File: config.mk
export PLATFORM = sky130hd
export DESIGN_NAME = ines_rom_loader
export DESIGN_NICKNAME = d
export VERILOG_FILES = /design/src/rtl/ines_rom_loader.sv
export SDC_FILE = /design/constraint.sdc
export NUM_CORES = 1
export LEC_CHECK = 0
export ABC_AREA = 1
export BUFFER_PORTS_ARGS = -buffer_cell sky130_fd_sc_hd__buf_2
export CELL_PAD_IN_SITES_DETAIL_PLACEMENT = 1
export CELL_PAD_IN_SITES_GLOBAL_PLACEMENT = 1
export CORE_ASPECT_RATIO = 0.7
export CORE_MARGIN = 5
export CORE_UTILIZATION = 44
export DETAILED_ROUTE_END_ITERATION = 12
export PLACE_DENSITY_LB_ADDON = 0.1
export SLEW_MARGIN = 15
export SYNTH_ARGS = -nofsm -noshare
export SYNTH_HDL_FRONTEND = slang
export SYNTH_SLANG_ARGS = --single-unit
File: constraint.sdc
create_clock -name CLK -period 3.9 [get_ports CLK]
set_input_delay 0.975 -clock CLK [delete_from_list [all_inputs] [get_ports CLK]]
set_output_delay 0.975 -clock CLK [all_outputs]
set_load 0.05 [all_outputs]
File: src/rtl/ines_rom_loader.sv
// iNES image loader: validates the 16-byte header of an NROM image, then streams
// trainer/PRG/CHR bytes into the ROM programmer port while holding the console in reset.
module ines_rom_loader #(
  parameter int PRG_MAX_BANKS = 2,
  parameter int CHR_MAX_BANKS = 1
) (
  input  logic        CLK,
  input  logic        RESET,
  input  logic        start,
  input  logic        byte_valid,
  input  logic [7:0]  byte_data,
  output logic        byte_ready,
  output logic        prg_rom_prgmr_wren,
  output logic        chr_rom_prgmr_wren,
  output logic [15:0] rom_prgmr_addr,
  output logic [7:0]  rom_prgmr_data,
  output logic        is_chr_ram,
  output logic        mirroring_mode,
  output logic        prg_single_bank,
  output logic        nes_reset,
  output logic        nes_enable,
  output logic        busy,
  output logic        done,
  output logic        error,
  output logic [2:0]  error_code
);

  typedef enum logic [2:0] {IDLE, HEADER, TRAINER, PRG, CHR, DONE, ERROR} state_t;
  typedef enum logic [2:0] {ERR_NONE, ERR_MAGIC, ERR_PRG, ERR_CHR, ERR_MAPPER} err_t;

  localparam logic [7:0] PRG_MAX = 8'(PRG_MAX_BANKS);
  localparam logic [7:0] CHR_MAX = 8'(CHR_MAX_BANKS);

  state_t      state;
  err_t        hdr_err;
  logic [3:0]  hdr_idx;
  logic [7:0]  prg_banks;
  logic [7:0]  chr_banks;
  logic        has_trainer;
  logic        mirror_hdr;
  logic [3:0]  mapper_lo;
  logic [3:0]  mapper_hi;
  logic [15:0] cnt;
  logic [15:0] prg_last;
  logic [15:0] chr_last;
  logic        accept;

  function automatic logic [7:0] magic_byte(input logic [1:0] i);
    case (i)
      2'd0:    return 8'h4E;
      2'd1:    return 8'h45;
      2'd2:    return 8'h53;
      default: return 8'h1A;
    endcase
  endfunction

  // A start pulse takes precedence over a byte offered in the same cycle.
  assign byte_ready = (state inside {HEADER, TRAINER, PRG, CHR}) && !start;
  assign accept     = byte_valid && byte_ready;

  // Bank counts are validated to fit, so size-1 never needs a 17th bit.
  assign prg_last = {prg_banks[1:0], 14'd0} - 16'd1;
  assign chr_last = {chr_banks[2:0], 13'd0} - 16'd1;

  always_comb begin
    // NOTE: default first so every path assigns hdr_err and no latch is inferred.
    hdr_err = ERR_NONE;
    if (hdr_idx < 4'd4) begin
      if (byte_data != magic_byte(hdr_idx[1:0])) hdr_err = ERR_MAGIC;
    end else if (hdr_idx == 4'd15) begin
      if (prg_banks == 8'd0 || prg_banks > PRG_MAX) hdr_err = ERR_PRG;
      else if (chr_banks > CHR_MAX)                 hdr_err = ERR_CHR;
      else if ({mapper_hi, mapper_lo} != 8'd0)      hdr_err = ERR_MAPPER;
    end
  end

  // NOTE: non-blocking assignments throughout, so every register samples pre-edge values.
  always_ff @(posedge CLK or posedge RESET) begin
    if (RESET) begin
      state              <= IDLE;
      hdr_idx            <= '0;
      prg_banks          <= '0;
      chr_banks          <= '0;
      has_trainer        <= 1'b0;
      mirror_hdr         <= 1'b0;
      mapper_lo          <= '0;
      mapper_hi          <= '0;
      cnt                <= '0;
      prg_rom_prgmr_wren <= 1'b0;
      chr_rom_prgmr_wren <= 1'b0;
      rom_prgmr_addr     <= '0;
      rom_prgmr_data     <= '0;
      is_chr_ram         <= 1'b0;
      mirroring_mode     <= 1'b0;
      prg_single_bank    <= 1'b0;
      nes_reset          <= 1'b1;
      nes_enable         <= 1'b0;
      busy               <= 1'b0;
      done               <= 1'b0;
      error              <= 1'b0;
      error_code         <= ERR_NONE;
    end else begin
      prg_rom_prgmr_wren <= 1'b0;
      chr_rom_prgmr_wren <= 1'b0;
      if (start) begin
        state           <= HEADER;
        hdr_idx         <= '0;
        cnt             <= '0;
        done            <= 1'b0;
        error           <= 1'b0;
        error_code      <= ERR_NONE;
        is_chr_ram      <= 1'b0;
        mirroring_mode  <= 1'b0;
        prg_single_bank <= 1'b0;
        nes_reset       <= 1'b1;
        nes_enable      <= 1'b0;
        busy            <= 1'b1;
      end else if (accept) begin
        case (state)
          HEADER: begin
            hdr_idx <= hdr_idx + 4'd1;
            if (hdr_err != ERR_NONE) begin
              state      <= ERROR;
              error      <= 1'b1;
              error_code <= hdr_err;
              busy       <= 1'b0;
            end else begin
              case (hdr_idx)
                4'd4: prg_banks <= byte_data;
                4'd5: chr_banks <= byte_data;
                4'd6: begin
                  mirror_hdr  <= byte_data[0];
                  has_trainer <= byte_data[2];
                  mapper_lo   <= byte_data[7:4];
                end
                4'd7: mapper_hi <= byte_data[7:4];
                4'd15: begin
                  is_chr_ram      <= (chr_banks == 8'd0);
                  mirroring_mode  <= mirror_hdr;
                  prg_single_bank <= (prg_banks == 8'd1);
                  cnt             <= '0;
                  state           <= has_trainer ? TRAINER : PRG;
                end
                default: ;
              endcase
            end
          end
          TRAINER: begin
            if (cnt[8:0] == 9'h1FF) begin
              cnt   <= '0;
              state <= PRG;
            end else begin
              cnt <= cnt + 16'd1;
            end
          end
          PRG, CHR: begin
            prg_rom_prgmr_wren <= (state == PRG);
            chr_rom_prgmr_wren <= (state == CHR);
            rom_prgmr_addr     <= cnt;
            rom_prgmr_data     <= byte_data;
            if (cnt == ((state == PRG) ? prg_last : chr_last)) begin
              cnt <= '0;
              if (state == PRG && !is_chr_ram) begin
                state <= CHR;
              end else begin
                state      <= DONE;
                done       <= 1'b1;
                busy       <= 1'b0;
                nes_reset  <= 1'b0;
                nes_enable <= 1'b1;
              end
            end else begin
              cnt <= cnt + 16'd1;
            end
          end
          default: ;
        endcase
      end
    end
  end

endmodule

## Yosys cells after proc, flatten, opt, wreduce, memory -nomap -nowiden

Index checks and enable logic that the tools add are counted.

- Bits of input ports: 12
- Flip-flop bits (word level): 85

- Reductions and logical operators: 33
- Muxes and demuxes: 71
- $lt $le $gt $ge: 3
- Equality and inequality tests: 24
- Bitwise logic cells: 2
- $add $sub $neg: 4

Operator list:

| operator | count |
|---|---|
| two-way mux 16 bit | 7 |
| case mux 16 bit (3 select lines) | 1 |
| two-way mux 3 bit | 15 |
| two-way mux 1 bit | 41 |
| subtractor 16 x 1 -> 16 bit, second input constant | 2 |
| AND reduction 5 bit | 6 |
| case mux 7 bit (3 select lines) | 1 |
| adder 16 x 1 -> 16 bit, second input constant | 1 |
| == test 16 bit | 1 |
| == test 4 x 3 -> 1 bit, second input constant | 4 |
| zero test 8 bit | 2 |
| two-way mux 4 bit | 3 |
| AND reduction 4 bit | 3 |
| nonzero test 2 bit | 6 |
| == test 9 bit, second input constant | 1 |
| != test 3 x 2 -> 1 bit, second input constant | 3 |
| != test 3 bit, second input constant | 3 |
| case mux 3 bit (3 select lines) | 1 |
| == test 8 x 1 -> 1 bit, second input constant | 1 |
| > comparator 8 x 1 -> 1 bit, second input constant | 1 |
| > comparator 8 x 2 -> 1 bit, second input constant | 1 |
| two-way mux 8 bit | 1 |
| != test 8 bit | 1 |
| nonzero test 4 bit | 2 |
| 21 further kinds | 29 |

## Depth between registers and ports, before layout

Gate-level depths: netlist (run 1).

- Depth after elaboration: 11
- Mapped depth: 16
- Gate-level depth less buffers: 16

## Worst setup path before layout (run 1)

Ideal clock, no wire load.

- Path kind: in2out
- Start point: input start
- End point: output byte_ready
- Data arrival time: 1261 ps
- Buffers on the path: 0
- Path slack: 1664 ps
- Data required time: 2925 ps
- Cell stages on the path: 1
- Cell sequence: nor2_4

- Longest elaborated chain between the ends: 2

Ends and longest elaborated chain:

| what | RTL line | RTL |
|---|---|---|
| start, declared | 9 | `input logic start,` |
| zero test 1 bit | 58 | `assign byte_ready = (state inside {HEADER, TRAINER, PRG, CHR}) && !start;` |
| logical AND 1 bit | 58 |  |
| end, declared | 12 | `output logic byte_ready,` |

Every way passes these cells.

## Worst setup path after layout (run 1)

- Start point: register state[2]
- End point: output byte_ready

- Longest elaborated chain between the ends: 3
- Elaborated cells between the ends (all ways): 6

Ends and longest elaborated chain:

| what | RTL line | RTL |
|---|---|---|
| start, declared | 34 | `state_t state;` |
| start signal, assigned | 142 | `state <= has_trainer ? TRAINER : PRG;` |
| == test 3 x 1 -> 1 bit, or another cell as far along | 58 |  |
| nonzero test 4 bit (*) | 58 |  |
| logical AND 1 bit (*) | 58 |  |

Every way passes the cells marked *; elsewhere a longest branch is shown, timed or not.

==> results of run 1 <==
## metal layers
metal,vias to the layer above,GRT usage (%)
met5,-,0
met4,0,4.28
met3,13,4.69
met2,88,31.7
met1,1891,32.4
li1,1845,-
## tightest hold or removal path, cell delays in order (launching register included)
cell	delay [ps]
dfstp_2	370
nand2_1	50
nand2_1	50
## cells in the mapped netlist
| cell type | n | area [sq um] |
|---|---|---|
| inv_2 | 9 | 33.8 |
| nand2_2 | 6 | 37.5 |
| or2_2 | 3 | 18.8 |
| dfstp_2 | 1 | 26.3 |
| nand4_1 | 6 | 37.5 |
| xor2_1 | 9 | 78.8 |
| nand3_4 | 3 | 52.6 |
| clkbuf_1 | 1 | 3.75 |
| dfrtp_1 | 84 | 2100 |
| nand3b_1 | 4 | 30.0 |
| a31oi_1 | 2 | 12.5 |
| clkinv_1 | 1 | 3.75 |
| nor3_4 | 1 | 16.3 |
| mux2_1 | 3 | 33.8 |
| o21bai_4 | 1 | 18.8 |
| nand2_4 | 4 | 45.0 |
| o21ai_0 | 18 | 90.1 |
| nor2_4 | 2 | 22.5 |
| o21ai_2 | 9 | 78.8 |
| nand3_1 | 30 | 150 |
| inv_1 | 49 | 184 |
| nor2_8 | 1 | 20.0 |
| nor3_1 | 4 | 20.0 |
| a21oi_1 | 4 | 20.0 |
| nor2_2 | 3 | 18.8 |
| a21oi_2 | 1 | 8.76 |
| a31oi_4 | 1 | 21.3 |
| buf_2 | 3 | 15.0 |
| nand4_2 | 1 | 12.5 |
| o21ai_1 | 47 | 235 |
| nor4_1 | 3 | 18.8 |
| o21a_1 | 2 | 15.0 |
| nand3_2 | 5 | 50.1 |
| ha_1 | 12 | 150 |
| buf_6 | 3 | 33.8 |
| a41oi_1 | 1 | 8.76 |
| buf_4 | 5 | 37.5 |
| nand2_1 | 160 | 601 |
| nor2_1 | 40 | 150 |
## final cells by class
cell class,count,share of cell area (%)
inverters,59,4.32
clock inverters,7,1.55
repair buffers,51,5.05
multi-input cells,386,40.3
clock buffers,9,4.37
well taps,128,3.11
flip-flops and latches,85,41.3
## power groups by stage
| stage | sequential [mW] | combinational (mW) | clock, mW |
|---|---|---|---|
| after global routing | 1.07 | 1.04 | 0.955 |
| after global placement | 1.06 | 0.937 | 0 |
| after detailed placement | 1.07 | 0.956 | 0 |
| after floorplan | 1.29 | 0.510 | 0 |
| after CTS | 1.05 | 0.962 | 0.913 |
| final | 1.05 | 0.954 | 0.894 |
## per-stage QoR
step           setup slack [ps]  hold slack (ps)  total power [mW]
6_report                   1190              466              2.90
4_1_cts                    1190              468              2.93
2_1_floorplan               733              450              1.80
3_5_place_dp               1030              459              2.03
3_3_place_gp               1130              456              2.00
5_1_grt                    1120              497              3.06
## cells by family (layout without fill, tap and decap cells)
kind of cell             count (synthesis)  after routing
AO/OA/AOI/OAI                           86             86
multiplexers                             3              3
adder cells (fa/ha/maj)                 12             12
AND/OR/NAND/NOR                        276            276
XOR/XNOR                                 9              9
buffers and inverters                   71            126
flip-flops                              85             85
## registers in the layout, indices dropped and copies added, names as in the netlist, 3 cells and up
register	flops
error_code	3
cnt	16
rom_prgmr_addr	16
mapper_lo	4
state	3
prg_banks	8
mapper_hi	4
hdr_idx	4
chr_banks	8
rom_prgmr_data	8
## placed cells by master (no fill, tap or decap), types with 4 or more instances in the layout
master and count:
ha_1 12, nand3_1 30, nand2_2 6, a21oi_1 4
nand2_4 4, nand2_1 160, o21ai_2 9, buf_2 49
o21ai_1 47, nand4_1 6, nor2_1 40, nand3_2 5
inv_2 9, xor2_1 9, inv_1 48, clkbuf_16 9
dfrtp_1 84, nor3_1 4, nand3b_1 4, o21ai_0 18
## path summary, 6_finish.rpt
kind,start,endpoint,slack [ps],cells past startpoint
worst max-delay path,state[2],byte_ready,1190,6
min in group asynchronous,RESET,rom_prgmr_data[4],500,2
max in group asynchronous,RESET,busy,2580,3
worst max register to register,hdr_idx[0],cnt[11],1440,14
worst min register to register,nes_reset,nes_reset,470,2
worst min-delay path,nes_reset,nes_reset,470,2
==> impl_results.md, run 1 <==
- Adder-cell share of the synthesized area: 3.33%
- DR vias: between 3000 and 4000
- Status: finished clean
- Max-Cap Viols: 0
- Critical path type: reg2out
- DRC violations left: 0
- Post-synthesis mux area share: 0.749%
- F_max: 369 MHz
- Final nets: 616
- Area grow syn2layout: 14.1%
- Area occupied by multi-input gates: 2070 sq um
- Slew Viols, Final: 0
- Global-route wire length before repair: 20500 microns
- CTS Buf Count: 9
- Critical Path Start Type: register
- Post-Syn Area: 4510 sq um
- IO buf count: between 40 and 50
- CP Capture Type: output port
- Final Core Density: a little over half
- Slew HR: approximately two fifths
- Root Buffer: clkbuf_16
- DIE AREA: 12400 sq um
- Peak supply drop: 0.000330 V
- Sink Count: 85
- Diode count: 0
- Hpwl dp: roughly 9600 microns
- Slowest-stage cell, CP: dfrtp_1
- Final estimated routing congestion in global placement: 0.886
- Register area share after synthesis: around 47%
- Clock network power share: 30.8%
- Crit path buf inv count: 2
- Met1 Wirelength: 6130 microns
- Antenna-violating nets left: 0
- Vias in the first global route: 3930
- Worst-Skew Late Latency: 340 ps
- Clock buffer depth: 2
- Combinational share of power: 32.9%
- Clock-pin slew on the worst setup and hold paths: 60 ps
- Min-delay worst type: reg2reg
- H-tree depth: 3
- Design Area, Final: 5150 sq um
- Final setup viols: 0
- Setup bufs post-CTS: 0
- Highest Signal Layer: met4
- Setup Skew: 7.92 ps
- DR WL met3: 783 microns
- P_sw: ~1.2 mW
- Library cells used by synthesis: 39
- Cell Count, Final, Fillers Out: 725
- CTS Hold Bufs: 0
- Die W: 131 microns
- Vias/cell: between 5 and 6
- Min Tclk post-route: approximately 2700 ps
- Post-synthesis simple-gate area fraction: 28.8%
- CP max FO: 6
- Final wirelength: 12500 microns
- Sequential share of power: 36.3%
- Synthesized area per cell: about 8.3 sq um
- Ratio of cells with drive above 1 in the final layout: 19.9%
- Area occupied by registers: 2130 sq um
- Critical Path RT: ~2900 ps
- Main combinational cell family by area after synthesis: simple AND/OR/NAND/NOR gates
- Post-cts sizing count: 0
- Unrepaired setup endpoints after global routing: false
- Power per Cell Area: 564 nW/um^2
- Placement Cell Area: 4840 sq um
- Antenna violations before repair: 0
- Yosys warns: 0
- Initial Util: 45.7%
- Placed insts: 709
- Synth Instances: 542
- Top delay family on crit path: simple AND/OR/NAND/NOR gates
- Arrival @ worst endpoint: 1740 ps
- Critical Path Max Stage Delay: roughly 430 ps
- Gr usage total: 21.5%
- Flops & latches, synth: 85
- Iteration-0 DRC Markers: 241
- Xor and xnor area share after synthesis: 1.75%
- Met2 wire length: around 5500 microns
- Worst path cell trace: inv_2 -> nand3_2 -> nand2_4 -> nor2_2 -> nor2_4 -> buf_2
- Die height: 94.7 microns
- Row count: 30
- Final Cycle Share: 69.5%
- Largest net degree at the start of global routing: 47
- CTS tree: done
- WL/cell: 17.3 microns
- IO Pins: 50
- DR pass1 iterations: 4
- Least-Margin Pin Slew: about 900 ps
- Int Pwr: 1.70 mW
- Total nets after synthesis: 566
- Core Area: ~9900 sq um
- Synth Area in Compound Gates: 11.3%
- Grt total ovfl: 0
- Setup tns final: 0 ps
- # fillers: 1238
- Sw frac: 41.5%
- Leak: 2.60 nW
- Final Hold Vio Count: 0
Note: power is estimated with default switching activity, not from simulation.
==> run 2, diff against run 1 <==
Settings changed: ABC_AREA 1 to 0, CORE_UTILIZATION 44 to 42.
Clock period 3.9 ns to 2.2 ns, I/O delays scaled along.
==> run 2 against run 1 <==
  * The flow now finishes with violations (setup timing)
  * Setup slack worse by 1300 ps
  * Sequential power is 86% higher
  * Core utilization is 6.6 points higher
  * Final cell count is 8.4% lower
  * Synthesized cell count is 25% lower
  * Global-route usage is 0.83 points higher
  * Clock-buffer cell count is 2 higher
  * Largest power group is now combinational logic
==> impl_results.md, run 2 <==
- P_sw: 2.48 mW
- Min Tclk post-route: 2340 ps
- Critical Path RT: between 2000 and 2500 ps
- CTS Buf Count: 9
- Flops & latches, synth: 85
- DR vias: 3658
- Post-Syn Area: 4360 sq um
- Unrepaired setup endpoints after global routing: true
- Area occupied by registers: between 2000 and 2500 sq um
- IO buf count: 49
- FF-to-FF setup slack: -140 ps
- Final wirelength: 13800 microns
- CTS Hold Bufs: 0
- Global-route wire length before repair: 21800 microns
- Clock-pin slew on the worst setup and hold paths: ~70 ps
- FF-to-FF Start: prg_banks[3]
- Critical path type: reg2reg
- F_max: ~430 MHz
- Min-delay worst type: in2async
- Critical Path Start Type: register
- Clock network power share: 26.2%
- Reg2reg end: cnt[2]
- Arrival @ worst endpoint: ~2600 ps
- CP max FO: 4
- Register area share after synthesis: 48.8%
- Clock buffer depth: 2
- Combinational share of power: a little over two fifths
- Top delay family on crit path: simple AND/OR/NAND/NOR gates
- Core Area: about 10000 sq um
- Root Buffer: clkbuf_16
- Initial Util: 42.6%
- Biggest regs: cnt x16, rom_prgmr_addr x16
- Status: finished with violations
- Grt total ovfl: 0
- Hpwl dp: roughly 9800 microns
- Synthesized area per cell: 10.8 sq um
- Leak: ~2.8 nW
- Number of synthesized flops with an enable pin: 0
- Slowest-stage cell, CP: or4b_4
- Gr usage total: 22.3%
- Diode count: 0
- Final Core Density: 58.8%
- Die W: 132 microns
- Top cells by area, synth: dfrtp_1, mux2_2, ha_1, nand2_1, o21ai_0
- CTS tree: done
- H-tree depth: 3
- Synth Instances: 405
- IO Pins: 50
- Final setup viols: 20
- Slew Viols, Final: 0
- Critical Path Max Stage Delay: approximately 540 ps
- Setup tns final: -1130 ps
- Commonest non-fill, non-tap cells in the layout: dfrtp_1, buf_4, buf_2, mux2_2, nand2_1
- Power per Cell Area: 1040 nW/um^2
- Iteration-0 DRC Markers: about 240
- Int Pwr: 3.75 mW
- Area leader, netlist: dfrtp_1
- Violated checks: setup timing
- WL/cell: ~21 microns
- DIE AREA: between 10000 and 15000 sq um
- Max-Cap Viols: 0
- Least-Margin Pin Slew: slightly above 600 ps
- Worst-Skew Late Latency: 350 ps
- Final estimated routing congestion in global placement: roughly 0.85
- Placement Cell Area: 5230 sq um
- Most numerous cell on the critical path: nor4_4
- Largest net degree at the start of global routing: 33
- Asr flop ratio synth: between 90% and 100%
- Setup Skew: 12.9 ps
- Die height: between 90 and 100 microns
- Row count: 31
- Cell Count, Final, Fillers Out: 664
- Vias in the first global route: 3899
- Placed insts: 633
- Yosys warns: 0
- Commonest non-fill, non-tap cell in the layout: dfrtp_1
- Final nets: 551
- Sw frac: 39.8%
- Commonest cells post-synth: dfrtp_1, mux2_2, nand2_1, o21ai_0, nor2_1
- Top-area cell type share of the netlist area: 48.2%
- Area grow syn2layout: 38.1%
- Peak supply drop: ~0.00065 V
- Final Cycle Share: 106%
- Crit path buf inv count: 0
- DRC violations left: 0
- Synth Flop Type: dfrtp_1
- Library cells used by synthesis: 68
- Reg2Reg Depth: 6
- Antenna-violating nets left: 0
- Sink Count: 85
- Antenna violations before repair: 0
- Slew HR: 58.8%
- Ratio of cells with drive above 1 in the final layout: 47.9%
- DR pass1 iterations: 4
- CP Capture Type: register
- Final Hold Vio Count: 0
- Worst path cell trace: nor4_4 -> o2111ai_4 -> nor4_4 -> o21bai_4 -> or4b_4 -> o221ai_2
- Most common cell in the netlist: dfrtp_1
- Sequential share of power: roughly 31%
- Area occupied by multi-input gates: 2430 sq um
- Total nets after synthesis: between 400 and 500
- Setup ws final: -137 ps
- Design Power: slightly above 6 mW
- # fillers: 1100
- Vias/cell: about 5.5
- Design Area, Final: around 6000 sq um
run 2: cell types whose count changed after synthesis, sizes merged, moves of 6 or more:
| cell | delta |
|---|---|
| and3 | +7 |
| inv | -36 |
| mux2 | +40 |
| xor2 | -6 |
| nor2 | -22 |
| clkbuf | +7 |
| nand2 | -130 |
| o22ai | +6 |
| nand3 | -30 |
| a21oi | +6 |
| o21ai | -45 |
| nand2b | +6 |
run 2: cell families after synthesis:
logic type / Yosys count / synth area share [%]
compound gates: 86 / 13.9
xor+xnor: 7 / 1.41
fa+ha+maj: 12 / 3.45
buf+inv: 37 / 3.59
flops: 85 / 48.8
mux: 46 / 11.8
simple gates: 132 / 17.1
run 2: stage by stage:
stage                     worst slack (ps)  hold slack [ps]
after floorplan                      -76.4              470
after global placement                -193              459
after detailed placement              -223              474
after CTS                             -133              253
after global routing                  -250              276
final                                 -137              247
run 2: cell type report:
cell class                 count  area share [%]
multi-input combinational    283            40.4
clock buffer                  11            3.87
sequential                    85            35.4
tap                          132            2.74
clock inverter                 5            1.41
timing repair buffer         126            14.8
inverter                      22            1.43
run 2: timing repair:
item / in CTS / in global routing
setup endpoints to repair: 50 / 30
pin swaps: 26 / 19
resized for setup: 44 / 42
buffers inserted: 9 / 6
run 2: worst register-to-register path: stages, from the launching register on:
cell and delay (ps):
dfrtp_1 410, nor4_4 370, o2111ai_4 230, nor4_4 400
o21bai_4 140, or4b_4 540, o221ai_2 180
run 2: layer usage:
metal  GRT usage [%]  routed length (microns)
met1            32.7                     6830
met2            34.5                     6260
met3            4.43                      666
met4            4.79                       65
met5               0                        0
run 2: how the worst max path moves through the flow:
stage / endpoint / cells past startpoint / start / slack [ps]
6_report: cnt[2] / 6 / prg_banks[3] / -140
5_1_grt: cnt[2] / 6 / prg_banks[3] / -250
4_1_cts: cnt[2] / 6 / prg_banks[3] / -130
3_5_place_dp: busy / 8 / hdr_idx[0] / -220
3_3_place_gp: mirror_hdr / 5 / start / -190
2_1_floorplan: cnt[3] / 10 / cnt[0] / -80
run 2: power by group through the flow:
| stage | clock network, mW | logic, mW | registers, mW |
|---|---|---|---|
| after floorplan | 0 | 0.864 | 2.57 |
| after global placement | 0 | 2.21 | 1.95 |
| after detailed placement | 0 | 2.26 | 1.96 |
| after CTS | 1.66 | 2.46 | 1.94 |
| after global routing | 1.73 | 2.80 | 1.98 |
| final | 1.63 | 2.65 | 1.95 |
==> run 3, diff against run 2 <==
Settings changed: BUFFER_PORTS_ARGS -buffer_cell sky130_fd_sc_hd__buf_2 to -buffer_cell sky130_fd_sc_hd__clkbuf_2.
==> run 3 against run 2 <==
  * The flow still finishes with violations (setup timing)
  * Wire length shrank 3.0%
  * Sequential share of layout area is essentially flat
  * Fmax grew 0.34%
  * Clock-buffer cell count is the same
  * Setup slack gained 7.9 ps
  * Non-clock buffer count grew 9
  * Sequential power is essentially flat
  * First-iteration DRC count shrank 19%
  * Power shrank 2.9%
  * Critical path depth grew 2
  * Largest power group unchanged
==> impl_results.md, run 3 (synthesized netlist as in run 2, its figures left out) <==
- IO buf count: 49
- FF-to-FF setup slack: -130 ps
- Largest net degree at the start of global routing: 86
- Most numerous cell on the critical path: nor4_4
- Area occupied by registers: 2130 sq um
- Worst-Skew Late Latency: 340 ps
- Root Buffer: clkbuf_16
- Final wirelength: 13400 microns
- Setup tns final: -1270 ps
- Iteration-0 DRC Markers: 196
- Die height: 95.2 microns
- Clock buffer depth: 2
- Placed insts: 640
- Antenna-violating nets left: 0
- Final estimated routing congestion in global placement: 0.856
- F_max: between 400 and 500 MHz
- DRC violations left: 0
- Final Cycle Share: 106%
- Violated checks: setup timing
- Min Tclk post-route: 2330 ps
- Max-Cap Viols: 0
- Leak: about 2.8 nW
- Hpwl dp: 9740 microns
- Row count: 31
- Setup ws final: -129 ps
- Critical path type: reg2reg
- Min-delay worst type: in2async
- DR pass1 iterations: 4
- Top delay family on crit path: simple AND/OR/NAND/NOR gates
- Commonest non-fill, non-tap cell in the layout: dfrtp_1
- Status: finished with violations
- Crit path buf inv count: 2
- Die W: 132 microns
- H-tree depth: 3
- Arrival @ worst endpoint: around 2600 ps
- Critical Path Max Stage Delay: 410 ps
- Initial Util: 42.6%
- Final Hold Vio Count: 0
- Commonest non-fill, non-tap cells in the layout: dfrtp_1, buf_4, clkbuf_2, mux2_2, nand2_1
- Critical Path RT: about 2400 ps
- Clock-pin slew on the worst setup and hold paths: roughly 70 ps
- Slew HR: 55.5%
- CTS Hold Bufs: 0
- Critical Path Stages: 8
- Worst path cell trace: nor4_4 -> o2111ai_4 -> nor4_4 -> buf_4 -> o21ba_4 -> buf_8 -> o311a_1 -> o22ai_2
- Setup Skew: about 7.2 ps
- Reg2reg end: cnt[14]
- Core Area: around 10000 sq um
- Vias/cell: 5.42
- CP max FO: 7
- WL/cell: 19.9 microns
- WHS: 310 ps
- Unrepaired setup endpoints after global routing: true
- Diode count: 0
- Cell Count, Final, Fillers Out: 673
- DIE AREA: ~13000 sq um
- Power per Cell Area: 1000 nW/um^2
- Vias in the first global route: 3839
- Design Power: about 6.1 mW
- Final setup viols: 20
- Final nets: 560
- Peak supply drop: 0.000626 V
- # fillers: between 1000 and 1500
- CP Capture Type: register
- Slowest-stage cell, CP: dfrtp_1
- FF-to-FF Start: prg_banks[7]
- Critical Path Start Type: register
- Sink Count: 85
- Least-Margin Pin Slew: 658 ps
- Area occupied by multi-input gates: 2400 sq um
- Gr usage total: 21.6%
- Slew Viols, Final: 0
- CTS Buf Count: 9
- Biggest regs: cnt x16, rom_prgmr_addr x16
- Ratio of cells with drive above 1 in the final layout: 49.2%
- Placement Setup Slack: -221 ps
- Area grow syn2layout: 38.2%
- Reg2Reg Depth: 8
- Global-route wire length before repair: about 21000 microns
- Grt total ovfl: 0
- Antenna violations before repair: 0
- CTS tree: done
- DR vias: ~3700
- IO Pins: 50
## run 3: how the worst max path moves through the flow
stage,from,endpoint,slack [ps]
floorplan,cnt[0],cnt[3],-80
global placement,start,mapper_lo[0],-180
detailed placement,start,mapper_lo[1],-220
CTS,prg_banks[3],cnt[2],-140
global route,prg_banks[7],cnt[11],-250
finish,prg_banks[7],cnt[14],-130
## run 3: area by class of cell
type | count | share of cell area (%)
well taps | 132 | 2.74
flip-flops and latches | 85 | 35.3
clock inverters | 5 | 0.706
multi-input cells | 283 | 39.8
inverters | 22 | 1.43
clock buffers | 11 | 4.03
repair buffers | 135 | 15.9
## run 3: worst register-to-register path: stages (launching register included)
cell       delay [ps]
dfrtp_1           410
nor4_4            360
o2111ai_4         230
nor4_4            400
buf_4             190
o21ba_4           210
buf_8             160
o311a_1           180
o22ai_2            80
## run 3: repair_timing
action,in CTS,in global routing
setup buffers,6,11
cloned,0,0
endpoints found under the setup margin,26,30
hold endpoints to repair,0,0
pin swaps,29,20
resized for setup,56,27
## run 3: through the flow
stage	util, %	cell area, sq um
CTS	57.0	5840
finish	58.8	6020
global placement	51.6	5280
floorplan	-	4400
global route	58.8	6020
detailed placement	51.6	5280
## run 3: layer usage
layer | GRT usage (%) | share of wire (%)
met1 | 32.0 | 51
met2 | 32.1 | 43
met3 | 5.27 | 4.4
met4 | 4.71 | 0.98
met5 | 0 | 0
## run 3: power breakdown
part           total, mW  internal [mW]  switching, mW
clock               1.47          0.809          0.661
sequential          1.93           1.79          0.140
combinational       2.65          0.992           1.66
